## src/rtl/sum_chunk_feeder_if.sv

```systemverilog
// sum_chunk_feeder_if: chunk handshake from upstream plus the drive bundle to the serial adder.
//   in_valid/in_a/in_b/in_ready   : upstream operand chunk handshake (LSB chunk first)
//   abort                         : synchronous abort of the running operation
//   add_rst/add_a/add_b           : drive the serial adder's reset and operands
//   chunk_valid/chunk_idx/chunk_last : tag the adder cycle that carries a real chunk
//   busy                          : feeder is not idle
//   master modport is the feeder; slave modport is the surrounding logic.
interface sum_chunk_feeder_if #(
    parameter int N  = 1024,
    parameter int CC = 32
);
    localparam int W  = N / CC;
    localparam int IW = $clog2(CC);
    logic          in_valid;
    logic [W-1:0]  in_a;
    logic [W-1:0]  in_b;
    logic          in_ready;
    logic          abort;
    logic          add_rst;
    logic [W-1:0]  add_a;
    logic [W-1:0]  add_b;
    logic          chunk_valid;
    logic [IW-1:0] chunk_idx;
    logic          chunk_last;
    logic          busy;
    modport master (
        input  in_valid, in_a, in_b, abort,
        output in_ready, add_rst, add_a, add_b, chunk_valid, chunk_idx, chunk_last, busy
    );
    modport slave (
        output in_valid, in_a, in_b, abort,
        input  in_ready, add_rst, add_a, add_b, chunk_valid, chunk_idx, chunk_last, busy
    );
endinterface

```

## src/rtl/sum_chunk_feeder.sv

```systemverilog
// sum_chunk_feeder: feeds operand chunks LSB-first into a non-stallable chunked serial adder.
//   clk, rst : clock and asynchronous active-high reset
//   bus      : sum_chunk_feeder_if.master (chunk handshake in, adder drive and chunk tags out)
//   When no chunk is available in RUN a bubble (a = all ones, b = 0) is presented; its carry-out
//   equals its carry-in, so the adder carry passes through untouched.
//   add_rst is held high in IDLE and CLEAR so the adder carry is 0 for every chunk 0.
module sum_chunk_feeder #(
    parameter int N  = 1024,
    parameter int CC = 32
) (
    input  logic                  clk,
    input  logic                  rst,
    sum_chunk_feeder_if.master    bus
);
    localparam int W  = N / CC;
    localparam int IW = $clog2(CC);
    localparam logic [IW:0]   CNT_MAX  = (IW + 1)'(CC);
    localparam logic [IW:0]   LAST_IDX = (IW + 1)'(CC - 1);

    typedef enum logic [1:0] {IDLE, RUN, CLEAR} state_t;

    state_t        state_q, state_d;
    logic          add_rst_q, add_rst_d;
    logic [W-1:0]  add_a_q, add_a_d;
    logic [W-1:0]  add_b_q, add_b_d;
    logic          chunk_valid_q, chunk_valid_d;
    logic [IW-1:0] chunk_idx_q, chunk_idx_d;
    logic          chunk_last_q, chunk_last_d;
    logic [IW:0]   acc_cnt_q, acc_cnt_d;
    logic [IW:0]   pres_cnt_q, pres_cnt_d;
    logic          xfer;

    always_ff @(posedge clk or posedge rst) begin
        if (rst) begin
            state_q       <= IDLE;
            add_rst_q     <= 1'b1;
            add_a_q       <= '0;
            add_b_q       <= '0;
            chunk_valid_q <= 1'b0;
            chunk_idx_q   <= '0;
            chunk_last_q  <= 1'b0;
            acc_cnt_q     <= '0;
            pres_cnt_q    <= '0;
        end else begin
            state_q       <= state_d;
            add_rst_q     <= add_rst_d;
            add_a_q       <= add_a_d;
            add_b_q       <= add_b_d;
            chunk_valid_q <= chunk_valid_d;
            chunk_idx_q   <= chunk_idx_d;
            chunk_last_q  <= chunk_last_d;
            acc_cnt_q     <= acc_cnt_d;
            pres_cnt_q    <= pres_cnt_d;
        end
    end

    always_comb begin
        bus.in_ready  = (state_q == IDLE) ||
                        (state_q == RUN && !bus.abort && acc_cnt_q < CNT_MAX);
        xfer          = bus.in_valid && bus.in_ready;
        state_d       = state_q;
        add_rst_d     = add_rst_q;
        add_a_d       = add_a_q;
        add_b_d       = add_b_q;
        chunk_valid_d = chunk_valid_q;
        chunk_idx_d   = chunk_idx_q;
        chunk_last_d  = chunk_last_q;
        acc_cnt_d     = acc_cnt_q;
        pres_cnt_d    = pres_cnt_q;
        case (state_q)
            IDLE: begin
                if (xfer) begin
                    state_d       = RUN;
                    add_rst_d     = 1'b0;
                    add_a_d       = bus.in_a;
                    add_b_d       = bus.in_b;
                    chunk_valid_d = 1'b1;
                    chunk_idx_d   = '0;
                    chunk_last_d  = 1'b0;
                    acc_cnt_d     = (IW + 1)'(1);
                    pres_cnt_d    = (IW + 1)'(1);
                end
            end
            RUN: begin
                if (bus.abort || chunk_last_q) begin
                    state_d       = CLEAR;
                    add_rst_d     = 1'b1;
                    add_a_d       = '1;
                    add_b_d       = '0;
                    chunk_valid_d = 1'b0;
                    chunk_last_d  = 1'b0;
                end else if (xfer) begin
                    add_a_d       = bus.in_a;
                    add_b_d       = bus.in_b;
                    chunk_valid_d = 1'b1;
                    chunk_idx_d   = pres_cnt_q[IW-1:0];
                    chunk_last_d  = pres_cnt_q == LAST_IDX;
                    acc_cnt_d     = acc_cnt_q + 1'b1;
                    pres_cnt_d    = pres_cnt_q + 1'b1;
                end else begin
                    // bubble: carry-out equals carry-in, so the adder carry is preserved
                    add_a_d       = '1;
                    add_b_d       = '0;
                    chunk_valid_d = 1'b0;
                    chunk_last_d  = 1'b0;
                end
            end
            default: begin
                state_d       = IDLE;
                add_rst_d     = 1'b1;
                chunk_valid_d = 1'b0;
                chunk_last_d  = 1'b0;
                acc_cnt_d     = '0;
                pres_cnt_d    = '0;
            end
        endcase
    end

    assign bus.add_rst     = add_rst_q;
    assign bus.add_a       = add_a_q;
    assign bus.add_b       = add_b_q;
    assign bus.chunk_valid = chunk_valid_q;
    assign bus.chunk_idx   = chunk_idx_q;
    assign bus.chunk_last  = chunk_last_q;
    assign bus.busy        = state_q != IDLE;
endmodule

```

## src/flat_wrapper.sv

```systemverilog
// flat-port wrapper written by rule: the top's interface ports become plain ports
module sum_chunk_feeder_flat 
#(
    parameter int N  = 1024,
    parameter int CC = 32
)
  (clk, rst, bus_in_valid, bus_in_a, bus_in_b, bus_abort, bus_in_ready, bus_add_rst, bus_add_a, bus_add_b, bus_chunk_valid, bus_chunk_idx, bus_chunk_last, bus_busy);
  sum_chunk_feeder_if #(.N(N), .CC(CC)) bus_i ();
  input  logic clk;
  input  logic rst;
  input wire logic [$bits(bus_i.in_valid)-1:0] bus_in_valid;
  input wire logic [$bits(bus_i.in_a)-1:0] bus_in_a;
  input wire logic [$bits(bus_i.in_b)-1:0] bus_in_b;
  input wire logic [$bits(bus_i.abort)-1:0] bus_abort;
  output wire logic [$bits(bus_i.in_ready)-1:0] bus_in_ready;
  output wire logic [$bits(bus_i.add_rst)-1:0] bus_add_rst;
  output wire logic [$bits(bus_i.add_a)-1:0] bus_add_a;
  output wire logic [$bits(bus_i.add_b)-1:0] bus_add_b;
  output wire logic [$bits(bus_i.chunk_valid)-1:0] bus_chunk_valid;
  output wire logic [$bits(bus_i.chunk_idx)-1:0] bus_chunk_idx;
  output wire logic [$bits(bus_i.chunk_last)-1:0] bus_chunk_last;
  output wire logic [$bits(bus_i.busy)-1:0] bus_busy;
  assign bus_i.in_valid = bus_in_valid;
  assign bus_i.in_a = bus_in_a;
  assign bus_i.in_b = bus_in_b;
  assign bus_i.abort = bus_abort;
  assign bus_in_ready = bus_i.in_ready;
  assign bus_add_rst = bus_i.add_rst;
  assign bus_add_a = bus_i.add_a;
  assign bus_add_b = bus_i.add_b;
  assign bus_chunk_valid = bus_i.chunk_valid;
  assign bus_chunk_idx = bus_i.chunk_idx;
  assign bus_chunk_last = bus_i.chunk_last;
  assign bus_busy = bus_i.busy;
  sum_chunk_feeder #(.N(N), .CC(CC)) u_core (.clk(clk), .rst(rst), .bus(bus_i));
endmodule
```

## config.mk

```make
export PLATFORM = sky130hd
export DESIGN_NAME = sum_chunk_feeder_flat
export DESIGN_NICKNAME = d
export VERILOG_FILES = /design/src/rtl/sum_chunk_feeder_if.sv /design/src/rtl/sum_chunk_feeder.sv /design/src/flat_wrapper.sv
export SDC_FILE = /design/constraint.sdc
export NUM_CORES = 1
export LEC_CHECK = 0
export BUFFER_PORTS_ARGS = -buffer_cell sky130_fd_sc_hd__buf_4
export CAP_MARGIN = 20
export CORE_ASPECT_RATIO = 2
export CORE_UTILIZATION = 43
export DETAILED_ROUTE_END_ITERATION = 7
export GPL_ROUTABILITY_DRIVEN = 0
export PLACE_DENSITY_LB_ADDON = 0.05
export SLEW_MARGIN = 40
export SYNTH_ARGS = -nofsm -noshare
export SYNTH_HDL_FRONTEND = slang
export SYNTH_SLANG_ARGS = --single-unit
```

## constraint.sdc

```tcl
create_clock -name clk -period 3.3 [get_ports clk]
set_clock_uncertainty 0.2 [all_clocks]
set_input_delay 0.825 -clock clk [delete_from_list [all_inputs] [get_ports clk]]
set_output_delay 0.825 -clock clk [all_outputs]
set_load 0.02 [all_outputs]
```

==> summary.md <==
| Metric | Value |
|---|---|
| Status | finished clean |
| Syn Nets | ~320 |
| Number of diodes | 0 |
| WHS Endpoint | u_core.bus.add_a[0] |
| Top_reg_cell synth | dfrtp_1 |
| Crit Path Class | reg -> out |
| Hold Path Stages | 1 |
| PortBufs | 141 |
| Footprint of the multi-input gates | 1060 µm² |
| EDFF count, synth | 0 |
| Register area | 2150 µm² |
| Overall Global Routing Usage | 21.8% |
| DR iter-0 viols | 127 |
| CP Data Required Time | 2.27 ns |
| Unrepaired setup endpoints after global routing | no |
| CTS tree | built |
| Reg2reg path depth | 3 |
| Rows | 45 |
| Crit path launch type | flop |
| Leakage | 2.27 nW |
| DP Wirelength | 6050 µm |
| Clock root buffer master | clkbuf_16 |
| Avg WL per Cell | 17.1 µm |
| Via count | 2692 |
| Synth cell types | 35 |
| Antenna violations before repair | 0 |
| Cts bufs inserted | 9 |
| Setup TNS | 0 ns |
| Mapped cell area | 3350 µm² |
| DIE AREA | slightly above 8000 µm² |
| Number of remaining DRC errors | 0 |
| Max cap viols | 0 |
| Worst-path fanout max | 16 |
| Clk_lat worst skew | approximately 0.34 ns |
| Die Ht | 127 µm |
| Ys async rst share | 100% |
| Crit path DAT | approximately 1.4 ns |
| TritonRoute pass-1 iters | 4 |
| First-pass GRT wire length | approximately 13000 µm |
| Vias in the first global route | roughly 2600 |
| CTS clk-pin slew, worst paths | 0.06 ns |
| Postcts setup bufs | 0 |
| Post_cts resized | 0 |
| FF+latch count, synth | 86 |
| Reg-to-Reg Start | u_core.state_q[0] |
| Ports | 142 |
| Hold path start | u_core.bus.add_a[0] |
| YS warnings | 0 |
| Crit share post-route | 74.0% |
| Achievable Freq | around 0.41 GHz |
| Post-layout min period | 2.44 ns |
| Max Transition Viols Final | 0 |
| Slew HR | 56.4% |
| Peak supply drop | 345 µV |
| Final Hold Viols | 0 |
| Net count, final | 464 |
| Largest net degree at the start of global routing | 40 |
| Core area | around 7500 µm² |
| Layout area overhead | 44.0% |
| Post-synthesis sequential area ratio | 64.3% |
| Worst hold slack | 0.288 ns |
| R2R Setup Slk | 1.14 ns |
| Gr ovfl total | 0 |
| Pwr Density | 735 nW/µm² |
| Avg Inst Size Synth | 13.2 µm² |
| Routed WL | about 8400 µm |
| Finished Core Util | 63.9% |
| Number of fillers in the final layout | 623 |
| R2r endpoint | u_core.bus.add_a[24] |
| Post-Syn Instances | 253 |
| Post-CTS Hold Buffers | 0 |
| Hold Path Class | reg -> reg |
| Initial Util | 44.4% |
| Largest buffer count on any clock path | 2 |
| Ratio of cells with drive above 1 in the final layout | 42.9% |
| Die extent in x | roughly 64 µm |
| DR vias/cell | 5.46 |
| Measured slew at the worst slew-check pin | about 0.65 ns |
| H-tree Lvls | 3 |
| # setup viols final | 0 |
| CTS Sinks | 86 |
| DRT antenna net count | 0 |
| CP endpoint kind | output port |
-- Yosys cell counts (2+ instances only) --
library cell	n	area (µm²)
a22o_1	34	298
a31oi_1	4	25.0
a32o_1	2	20.0
and3_1	3	18.8
buf_2	6	30.0
buf_6	3	33.8
clkbuf_1	9	33.8
dfrtp_1	85	2130
ha_1	2	25.0
inv_1	12	45.0
mux2i_1	5	50.1
nand2_1	11	41.3
nand2b_1	2	12.5
nand3_1	5	25.0
nand3b_1	2	15.0
nand4_1	2	12.5
nor2_1	6	22.5
o2111ai_1	4	35.0
o211ai_1	2	15.0
o21ai_0	4	20.0
o22a_1	32	280
o41ai_1	4	35.0
or3_1	2	12.5
-- routing by layer --
| layer | track usage (%) | up-vias | part of all wire, % |
|---|---|---|---|
| met3 | 4.23 | 13 | 4.8 |
| met5 | 0 | - | 0 |
| met2 | 36.0 | 95 | 53 |
| met4 | 10.3 | 0 | 2.2 |
| li1 | - | 1244 | - |
| met1 | 27.0 | 1340 | 40 |
-- flip-flops by register name, summed over array words and instances (netlist names) --
signal / count
u_core.bus.add_b: 32
u_core.bus.chunk_idx: 5
u_core.bus.chunk_last: 1
u_core.acc_cnt_q: 6
u_core.bus.add_a: 32
u_core.bus.add_rst: 1
u_core.bus.chunk_valid: 1
u_core.state_q: 2
u_core.pres_cnt_q: 6
-- stage by stage --
stage / power (mW) / instances / area [µm²] / worst slack [ns]
6_report: 3.55 / 493 / 4820 / 0.857
5_1_grt: 3.72 / 493 / 4820 / 0.779
4_1_cts: 3.59 / 493 / 4820 / 0.847
3_5_place_dp: 2.51 / 477 / 4510 / 0.656
3_3_place_gp: 2.50 / 477 / 4510 / 0.539
2_1_floorplan: 2.02 / 253 / 3350 / 0.0548
-- power by group --
group	internal, mW	switching, mW	leakage [nW]
Clock	0.661	0.396	0.152
Sequential	1.27	0.146	1.04
Combinational	0.495	0.581	1.08
-- logic make-up after synthesis --
kind of cell,Yosys count,synth area share [%]
AOI/OAI and AO/OA,91,22.7
muxes,5,1.49
and+or+nand+nor,38,6.27
buffers and inverters,31,4.48
DFF,86,64.3
adders and majority gates,2,0.747
-- final cells by class --
type                       count  share of cell area, %
inverter                      12                  0.960
timing repair buffer         149                   23.4
clock inverter                 6                   1.79
sequential                    86                   44.6
tap                           94                   2.44
multi-input combinational    136                   22.0
clock buffer                  10                   4.75
-- worst max path at each step --
stage                       from              endpoint  slack (ns)  cells after the start
2_1_floorplan                rst   u_core.acc_cnt_q[0]        0.05                      1
3_3_place_gp           bus_abort  u_core.bus.add_a[18]        0.54                      4
3_5_place_dp           bus_abort   u_core.bus.add_a[4]        0.66                      4
4_1_cts        u_core.state_q[0]          bus_in_ready        0.85                      3
5_1_grt        u_core.state_q[0]          bus_in_ready        0.78                      3
6_report       u_core.state_q[0]          bus_in_ready        0.86                      3
-- cells in the final DEF, fill, tap and decap left out, types with 2 or more instances in the layout --
cell type    n
clkbuf_16    9
inv_1       11
a32o_1       2
o2111ai_1    4
o41ai_1      4
nor2_1       5
o21ai_0      4
clkinv_2     3
nand2_1     11
dfrtp_1     85
and3_1       3
o22a_1      32
ha_1         2
nand3b_1     2
mux2i_1      5
nand3_1      5
buf_4      148
o211ai_1     2
bufinv_16    2
nand2b_1     2
nand4_1      2
a22o_1      34
a31oi_1      4
-- critical path, cell delays in order, from the launching register on --
cell,delay (ns)
dfrtp_1,0.67
o21a_1,0.19
nor2_1,0.04
buf_4,0.17
No activity file was read; power rests on OpenSTA's default activity.
